--- src/rtl/mac_rx_frame_reader_pkg.sv ---
// Shared definitions for the MAC RX frame reader: descriptor layout, length limits,
// FSM encoding and the beat carried through the skid buffer.
package mac_rx_frame_reader_pkg;

   localparam int unsigned MIN_LEN_DEF  = 64;
   localparam int unsigned MAX_LEN_DEF  = 1518;
   localparam int unsigned DESC_ERR_BIT = 15;
   localparam int unsigned LEN_W        = 12;

   typedef enum logic [1:0] {
      ST_IDLE    = 2'd0,
      ST_PTR_LAT = 2'd1,
      ST_FWD     = 2'd2,
      ST_DROP    = 2'd3
   } rx_state_e;

   typedef struct packed {
      logic       sop;
      logic       eop;
      logic [7:0] data;
   } rx_beat_t;

   // Bits [14:12] of the descriptor are reserved and ignored.
   function automatic logic [LEN_W-1:0] desc_len(input logic [15:0] desc);
      return desc[LEN_W-1:0];
   endfunction

   function automatic logic desc_err(input logic [15:0] desc);
      return desc[DESC_ERR_BIT];
   endfunction

endpackage

--- src/rtl/mac_rx_frame_reader_skid_buf.sv ---
// Two-entry skid buffer between the data FIFO read pipeline and the byte output.
// Accepts a new beat while full if the head is leaving in the same cycle.
module frame_skid_buf
   import mac_rx_frame_reader_pkg::*;
(
   input  logic       clk,
   input  logic       rstn_sys,
   input  logic       in_valid_i,
   output logic       in_ready_o,
   input  rx_beat_t   in_beat_i,
   output logic       out_valid_o,
   input  logic       out_ready_i,
   output rx_beat_t   out_beat_o,
   output logic [1:0] count_o
);

   rx_beat_t   ent_q [2];
   logic       wr_ptr_q;
   logic       rd_ptr_q;
   logic [1:0] count_q;
   logic       push;
   logic       pop;

   assign out_valid_o = (count_q != 2'd0);
   assign in_ready_o  = (count_q != 2'd2) || out_ready_i;
   assign push        = in_valid_i && in_ready_o;
   assign pop         = out_valid_o && out_ready_i;
   assign out_beat_o  = out_valid_o ? ent_q[rd_ptr_q] : '0;
   assign count_o     = count_q;

   always_ff @(posedge clk or negedge rstn_sys) begin
      if (!rstn_sys) begin
         ent_q[0] <= '0;
         ent_q[1] <= '0;
         wr_ptr_q <= 1'b0;
         rd_ptr_q <= 1'b0;
         count_q  <= 2'd0;
      end else begin
         if (push) begin
            ent_q[wr_ptr_q] <= in_beat_i;
            wr_ptr_q        <= ~wr_ptr_q;
         end
         if (pop) rd_ptr_q <= ~rd_ptr_q;
         count_q <= count_q + 2'(push) - 2'(pop);
      end
   end

endmodule

--- src/rtl/mac_rx_frame_reader.sv ---
// Pops RX descriptors, forwards frames of legal length without error through a
// skid buffer with valid/ready, and drains everything else from the data FIFO.
module mac_rx_frame_reader
   import mac_rx_frame_reader_pkg::*;
#(
   parameter int unsigned MIN_LEN = MIN_LEN_DEF,
   parameter int unsigned MAX_LEN = MAX_LEN_DEF
) (
   input  logic        clk,
   input  logic        rstn_sys,
   output logic        rx_ptr_fifo_rd,
   input  logic [15:0] rx_ptr_fifo_dout,
   input  logic        rx_ptr_fifo_empty,
   output logic        rx_data_fifo_rd,
   input  logic [7:0]  rx_data_fifo_dout,
   output logic        o_valid,
   input  logic        o_ready,
   output logic [7:0]  o_data,
   output logic        o_sop,
   output logic        o_eop,
   output logic [15:0] frame_cnt,
   output logic [15:0] drop_cnt
);

   // state   | meaning
   // IDLE    | wait for a descriptor and pop it
   // PTR_LAT | descriptor on dout: latch length, decide forward/drop
   // FWD     | credit-limited data reads feeding the skid buffer
   // DROP    | read and discard len bytes, one per cycle

   localparam logic [LEN_W-1:0] MIN_L = LEN_W'(MIN_LEN);
   localparam logic [LEN_W-1:0] MAX_L = LEN_W'(MAX_LEN);

   rx_state_e        state_q, state_d;
   logic [LEN_W-1:0] len_q, rd_cnt_q, len_in;
   logic             armed_q, fwd_rd_q, sop_tag_q, eop_tag_q;
   logic [15:0]      frame_cnt_q, drop_cnt_q;
   logic             accept, len_zero, last_rd, credit_ok, frame_inc, drop_inc;
   logic             skid_in_ready, skid_out_valid, skid_pop;
   logic [1:0]       skid_cnt;
   logic [2:0]       occupancy;
   rx_beat_t         skid_in, skid_out;

   assign len_in   = desc_len(rx_ptr_fifo_dout);
   assign accept   = !desc_err(rx_ptr_fifo_dout) && (len_in >= MIN_L) && (len_in <= MAX_L);
   assign len_zero = (len_q == '0);
   assign last_rd  = (rd_cnt_q == len_q - LEN_W'(1));

   // Beats already in the skid after this cycle's pop, plus the read whose data lands now.
   assign skid_pop  = skid_out_valid && o_ready;
   assign occupancy = {1'b0, skid_cnt} - {2'b00, skid_pop} + {2'b00, fwd_rd_q};
   assign credit_ok = skid_in_ready && (occupancy < 3'd2);

   assign frame_inc = skid_pop && skid_out.eop;
   assign drop_inc  = (state_q == ST_DROP) && (len_zero || last_rd);

   always_ff @(posedge clk or negedge rstn_sys) begin
      if (!rstn_sys) state_q <= ST_IDLE;
      else           state_q <= state_d;
   end

   always_comb begin
      state_d = state_q;
      unique case (state_q)
         ST_IDLE:    if (armed_q && !rx_ptr_fifo_empty) state_d = ST_PTR_LAT;
         ST_PTR_LAT: state_d = accept ? ST_FWD : ST_DROP;
         ST_FWD:     if (len_zero || (credit_ok && last_rd)) state_d = ST_IDLE;
         ST_DROP:    if (len_zero || last_rd) state_d = ST_IDLE;
         default:    state_d = ST_IDLE;
      endcase
   end

   always_comb begin
      rx_ptr_fifo_rd  = 1'b0;
      rx_data_fifo_rd = 1'b0;
      case (state_q)
         ST_IDLE: rx_ptr_fifo_rd  = armed_q && !rx_ptr_fifo_empty;
         ST_FWD:  rx_data_fifo_rd = !len_zero && credit_ok;
         ST_DROP: rx_data_fifo_rd = !len_zero;
         default: ;
      endcase
   end

   // armed_q keeps the descriptor pop quiet while reset is held.
   always_ff @(posedge clk or negedge rstn_sys) begin
      if (!rstn_sys) begin
         armed_q     <= 1'b0;
         len_q       <= '0;
         rd_cnt_q    <= '0;
         fwd_rd_q    <= 1'b0;
         sop_tag_q   <= 1'b0;
         eop_tag_q   <= 1'b0;
         frame_cnt_q <= '0;
         drop_cnt_q  <= '0;
      end else begin
         armed_q <= 1'b1;
         if (state_q == ST_PTR_LAT) begin
            len_q    <= len_in;
            rd_cnt_q <= '0;
         end else if (rx_data_fifo_rd) begin
            rd_cnt_q <= rd_cnt_q + LEN_W'(1);
         end
         fwd_rd_q  <= rx_data_fifo_rd && (state_q == ST_FWD);
         sop_tag_q <= (rd_cnt_q == '0);
         eop_tag_q <= last_rd;
         if (frame_inc && (frame_cnt_q != 16'hFFFF)) frame_cnt_q <= frame_cnt_q + 16'd1;
         if (drop_inc && (drop_cnt_q != 16'hFFFF))   drop_cnt_q  <= drop_cnt_q + 16'd1;
      end
   end

   assign skid_in = '{sop: sop_tag_q, eop: eop_tag_q, data: rx_data_fifo_dout};

   frame_skid_buf u_skid (
      .clk         (clk),
      .rstn_sys    (rstn_sys),
      .in_valid_i  (fwd_rd_q),
      .in_ready_o  (skid_in_ready),
      .in_beat_i   (skid_in),
      .out_valid_o (skid_out_valid),
      .out_ready_i (o_ready),
      .out_beat_o  (skid_out),
      .count_o     (skid_cnt)
   );

   assign o_valid   = skid_out_valid;
   assign o_data    = skid_out.data;
   assign o_sop     = skid_out.sop;
   assign o_eop     = skid_out.eop;
   assign frame_cnt = frame_cnt_q;
   assign drop_cnt  = drop_cnt_q;

endmodule

--- config.mk ---
export PLATFORM = sky130hd
export DESIGN_NAME = mac_rx_frame_reader
export DESIGN_NICKNAME = d
export VERILOG_FILES = /design/src/rtl/mac_rx_frame_reader_pkg.sv /design/src/rtl/mac_rx_frame_reader_skid_buf.sv /design/src/rtl/mac_rx_frame_reader.sv
export SDC_FILE = /design/constraint.sdc
export NUM_CORES = 1
export LEC_CHECK = 0
export ABC_CLOCK_PERIOD_IN_PS = 4030
export CORE_MARGIN = 3
export CORE_UTILIZATION = 30
export CTS_CLUSTER_SIZE = 12
export DETAILED_ROUTE_END_ITERATION = 10
export PLACE_DENSITY_LB_ADDON = 0.05
export SLEW_MARGIN = 10
export SYNTH_ARGS = -nofsm -noshare
export SYNTH_HDL_FRONTEND = slang
export SYNTH_SLANG_ARGS = --single-unit
export TNS_END_PERCENT = 50
--- constraint.sdc ---
create_clock -name clk -period 4.03 [get_ports clk]
set_input_delay 0.6045 -clock clk [delete_from_list [all_inputs] [get_ports clk]]
set_output_delay 0.6045 -clock clk [all_outputs]
set_load 0.05 [all_outputs]
==> impl_metrics.ini <==
[job]
maxCapViolCount = 0

[worst_setup_path]
critical_path_class = primary input to output pin
r2r_setup_slack_ps = 870
crit_cells = 12
cp.buffers_inverters = 5
critPathTopFamily = buffers and inverters
crit_top_cell = inv_1
r2r-end = rd_cnt_q[9]
worstSetupEndpointType = output pin
worst-path-max-fanout = 5
crit_path_max_incr_delay_ps = 460
r2r_cells = 14
rr_startpoint = u_skid.count_o[1]
arrival_ps = 3120
cpMaxStageDelayCell = clkdlybuf4s50_1
critPathLaunch = o_ready
crit_path_cell_trace = clkdlybuf4s50_1 > o21ai_0 > inv_1 > ha_1 > inv_1 > nand2_1 > fa_1 > nor2_1 > o21ai_1 > a21oi_1 > buf_4 > buf_12
start_kind = primary input
crit_required_ps = 3430
crit_end = rx_data_fifo_rd

[yosys]
post_synth.cell_area_avg_um2 = 10.9
yosysUniqueCellTypes = 52
syn_nets = 434
synth_top_flop_cell = dfrtp_1
synth_edf_count = 0
synth_compound_gate_area_share = 0.0551
syn-instance-count = 396
syn-cell-area_mm2 = 0.00432
yosys.area_share.simple = 0.169
yosys_warnings = 0
ys_async_sr_fraction = 1.00
synthAdderAreaFrac = 0.0307
synth_top_family_by_area = simple AND/OR/NAND/NOR gates
synthMuxAreaShare = 0.107
synth-seq-cells = 86
ys_seq_area_frac = 0.498
synth_xor_area_frac = 0.118

[clock_tree]
hold_buffers = 0
cts.htree.levels = 3
insertion_delay_ps = 340
cts_tree = yes
cts.reportedPaths.clkPinSlew_ps = 60
clock_sinks = 86
numCtsBuffers = 9
clockBufferDepth = 2
root_buffer = clkbuf_16

[finish]
drive_gt1_frac = 0.126
final_cell_mix = dfrtp_1, clkdlybuf4s50_1, nor2_1
num_antenna_cells = 0
nNetsFinal = 511
synthToLayoutAreaGrowth_pct = 29.8
final_common_cell = dfrtp_1

[drt]
vias_per_cell = 4.74
ant_nets = 0
wl_um = 9480
drc = 0
vias = 3117
routedWlPerCell_um = 14.4
drtIter0Drc = 188
firstDrtPassIters = 4

[power]
clkPwrFrac = 0.262
swShare = 0.370
p_comb_frac = 0.386
internal_power_mw = 2.41
power.density_mw_per_mm2 = 684
vdd.ir_drop.worst_mv = 0.260
p_seq_frac = 0.352
p_leak_nw = 2.43
p_sw_mw = 1.42
total_power_mw = 3.84

[floorplan]
rows = 43
core_mm2 = 0.0140
fp.dieW_um = 126
die_height_um = 126
pin_count = 73
dieArea_mm2 = 0.0159
start_util = 0.309

[place]
dp_hpwl_um = 6780
globalplace.congestion = 0.775
io_buffers = 69

[timing]
hold_viol = 0
final_max_slew_viol_count = 0
setup_viol = 0
worstMarginPinSlew_ps = 826
relSlewSlack = 0.449
max_freq_mhz = 269
rsz0062_at_grt = no
fin_crit_sh = 0.923
finalCriticalPeriod_ps = 3720
tns_ps = 0
fin_skew_ps = 7.28

[global_route]
grtUsageTotal = 0.127
grt_start_max_net_pins = 65
grt_pass1_vias = 3195
grt_pass1_wl_um = 16300
grt-ovfl-total = 0
antenna_found_initial = 0

[min_path]
hold_path.class = primary input to asynchronous set/reset pin

[outcome]
status = finished clean
==> area by class of cell <==
cell class	count	area, um^2
clock buffers	11	233
flip-flops and latches	86	2150
fillers	1373	8380
repair buffers	75	743
multi-input cells	285	2070
inverters	16	60.1
well taps	180	225
clock inverters	4	120
==> cell usage after synthesis (2+ instances only) <==
cell type   n  share of area
nand3_1    17          0.020
nor3_2      2         0.0046
mux2i_1    10          0.023
a21oi_1     8         0.0093
o21ai_0     8         0.0093
mux2_2     31          0.081
nand4_1     8          0.012
nor3b_1     3         0.0052
and3_1      6         0.0087
nor2b_1     2         0.0029
ha_1        9          0.026
xnor2_1    29          0.059
a41oi_1     3         0.0061
a31oi_1     2         0.0029
nor4_1      7          0.010
dfrtp_1    86           0.50
o31ai_1     2         0.0035
nor4_2      2         0.0058
and4_1      3         0.0061
nand2_1    23          0.020
xor2_1     29          0.059
clkbuf_1    7         0.0061
inv_1      16          0.014
and2_1      3         0.0043
nor3_1      6         0.0070
nor2_1     48          0.042
==> registers in the layout, summed over array words and instances (netlist names) <==
register / flops
sop_tag_q: 1
len_q: 12
rd_cnt_q: 12
u_skid.ent_q: 20
fwd_rd_q: 1
u_skid.count_o: 2
frame_cnt: 16
u_skid.wr_ptr_q: 1
drop_cnt: 16
eop_tag_q: 1
u_skid.rd_ptr_q: 1
armed_q: 1
state_q: 2
==> kinds of logic (layout without fill, tap and decap cells) <==
logic type / Yosys count / after routing
compound gates: 34 / 34
xor+xnor: 58 / 58
fa+ha+maj: 10 / 10
buf+inv: 25 / 106
flops: 86 / 86
mux: 42 / 42
other cells: 1 / 1
simple gates: 140 / 140
==> per-stage QoR <==
step	hold WS, ps	util	setup WS, ps	cell area, um^2	cells
global placement	476	0.375	314	5250	642
floorplan	309	-	200	4320	396
finish	360	0.401	308	5600	657
detailed placement	482	0.375	237	5250	642
CTS	398	0.401	218	5600	657
global route	427	0.401	7.08	5600	657
==> worst min-delay path by stage <==
stage | endpoint | slack [ps]
final | u_skid.ent_q[6] | 360
after global routing | u_skid.ent_q[6] | 430
after CTS | u_skid.ent_q[0] | 400
after detailed placement | frame_cnt[6] | 480
after global placement | u_skid.wr_ptr_q | 480
after floorplan | armed_q | 310
==> per-layer routing <==
layer,GRT usage,part of all wire,vias up
met5,0,0,-
met2,0.190,0.45,62
met4,0.0587,0.024,0
met3,0.0254,0.032,14
met1,0.178,0.49,1507
li1,-,-,1534
==> timing repair <==
item                                    in CTS  in global routing
endpoints found under the setup margin       0                  1
gates resized for setup                      0                  1
setup buffers                                0                  0
==> power groups by stage <==
stage               Clock, mW  Sequential [mW]  Combinational (mW)
global placement            0             1.36                1.47
CTS                      1.03             1.35                1.50
global route             1.07             1.40                1.63
floorplan                   0             1.28                1.10
detailed placement          0             1.37                1.50
finish                   1.01             1.35                1.48
==> worst register-to-register path, cell delays in order (launching register included) <==
cell	delay, ps
dfrtp_1	440
o21ai_0	330
inv_1	90
ha_1	290
inv_1	70
nand2_1	70
fa_1	390
nor2_1	140
o21ai_1	110
a21oi_1	350
nand4_1	180
nor2_1	250
nand3_1	130
xor2_1	160
nor2_1	50
Note: power is estimated with default switching activity, not from simulation.
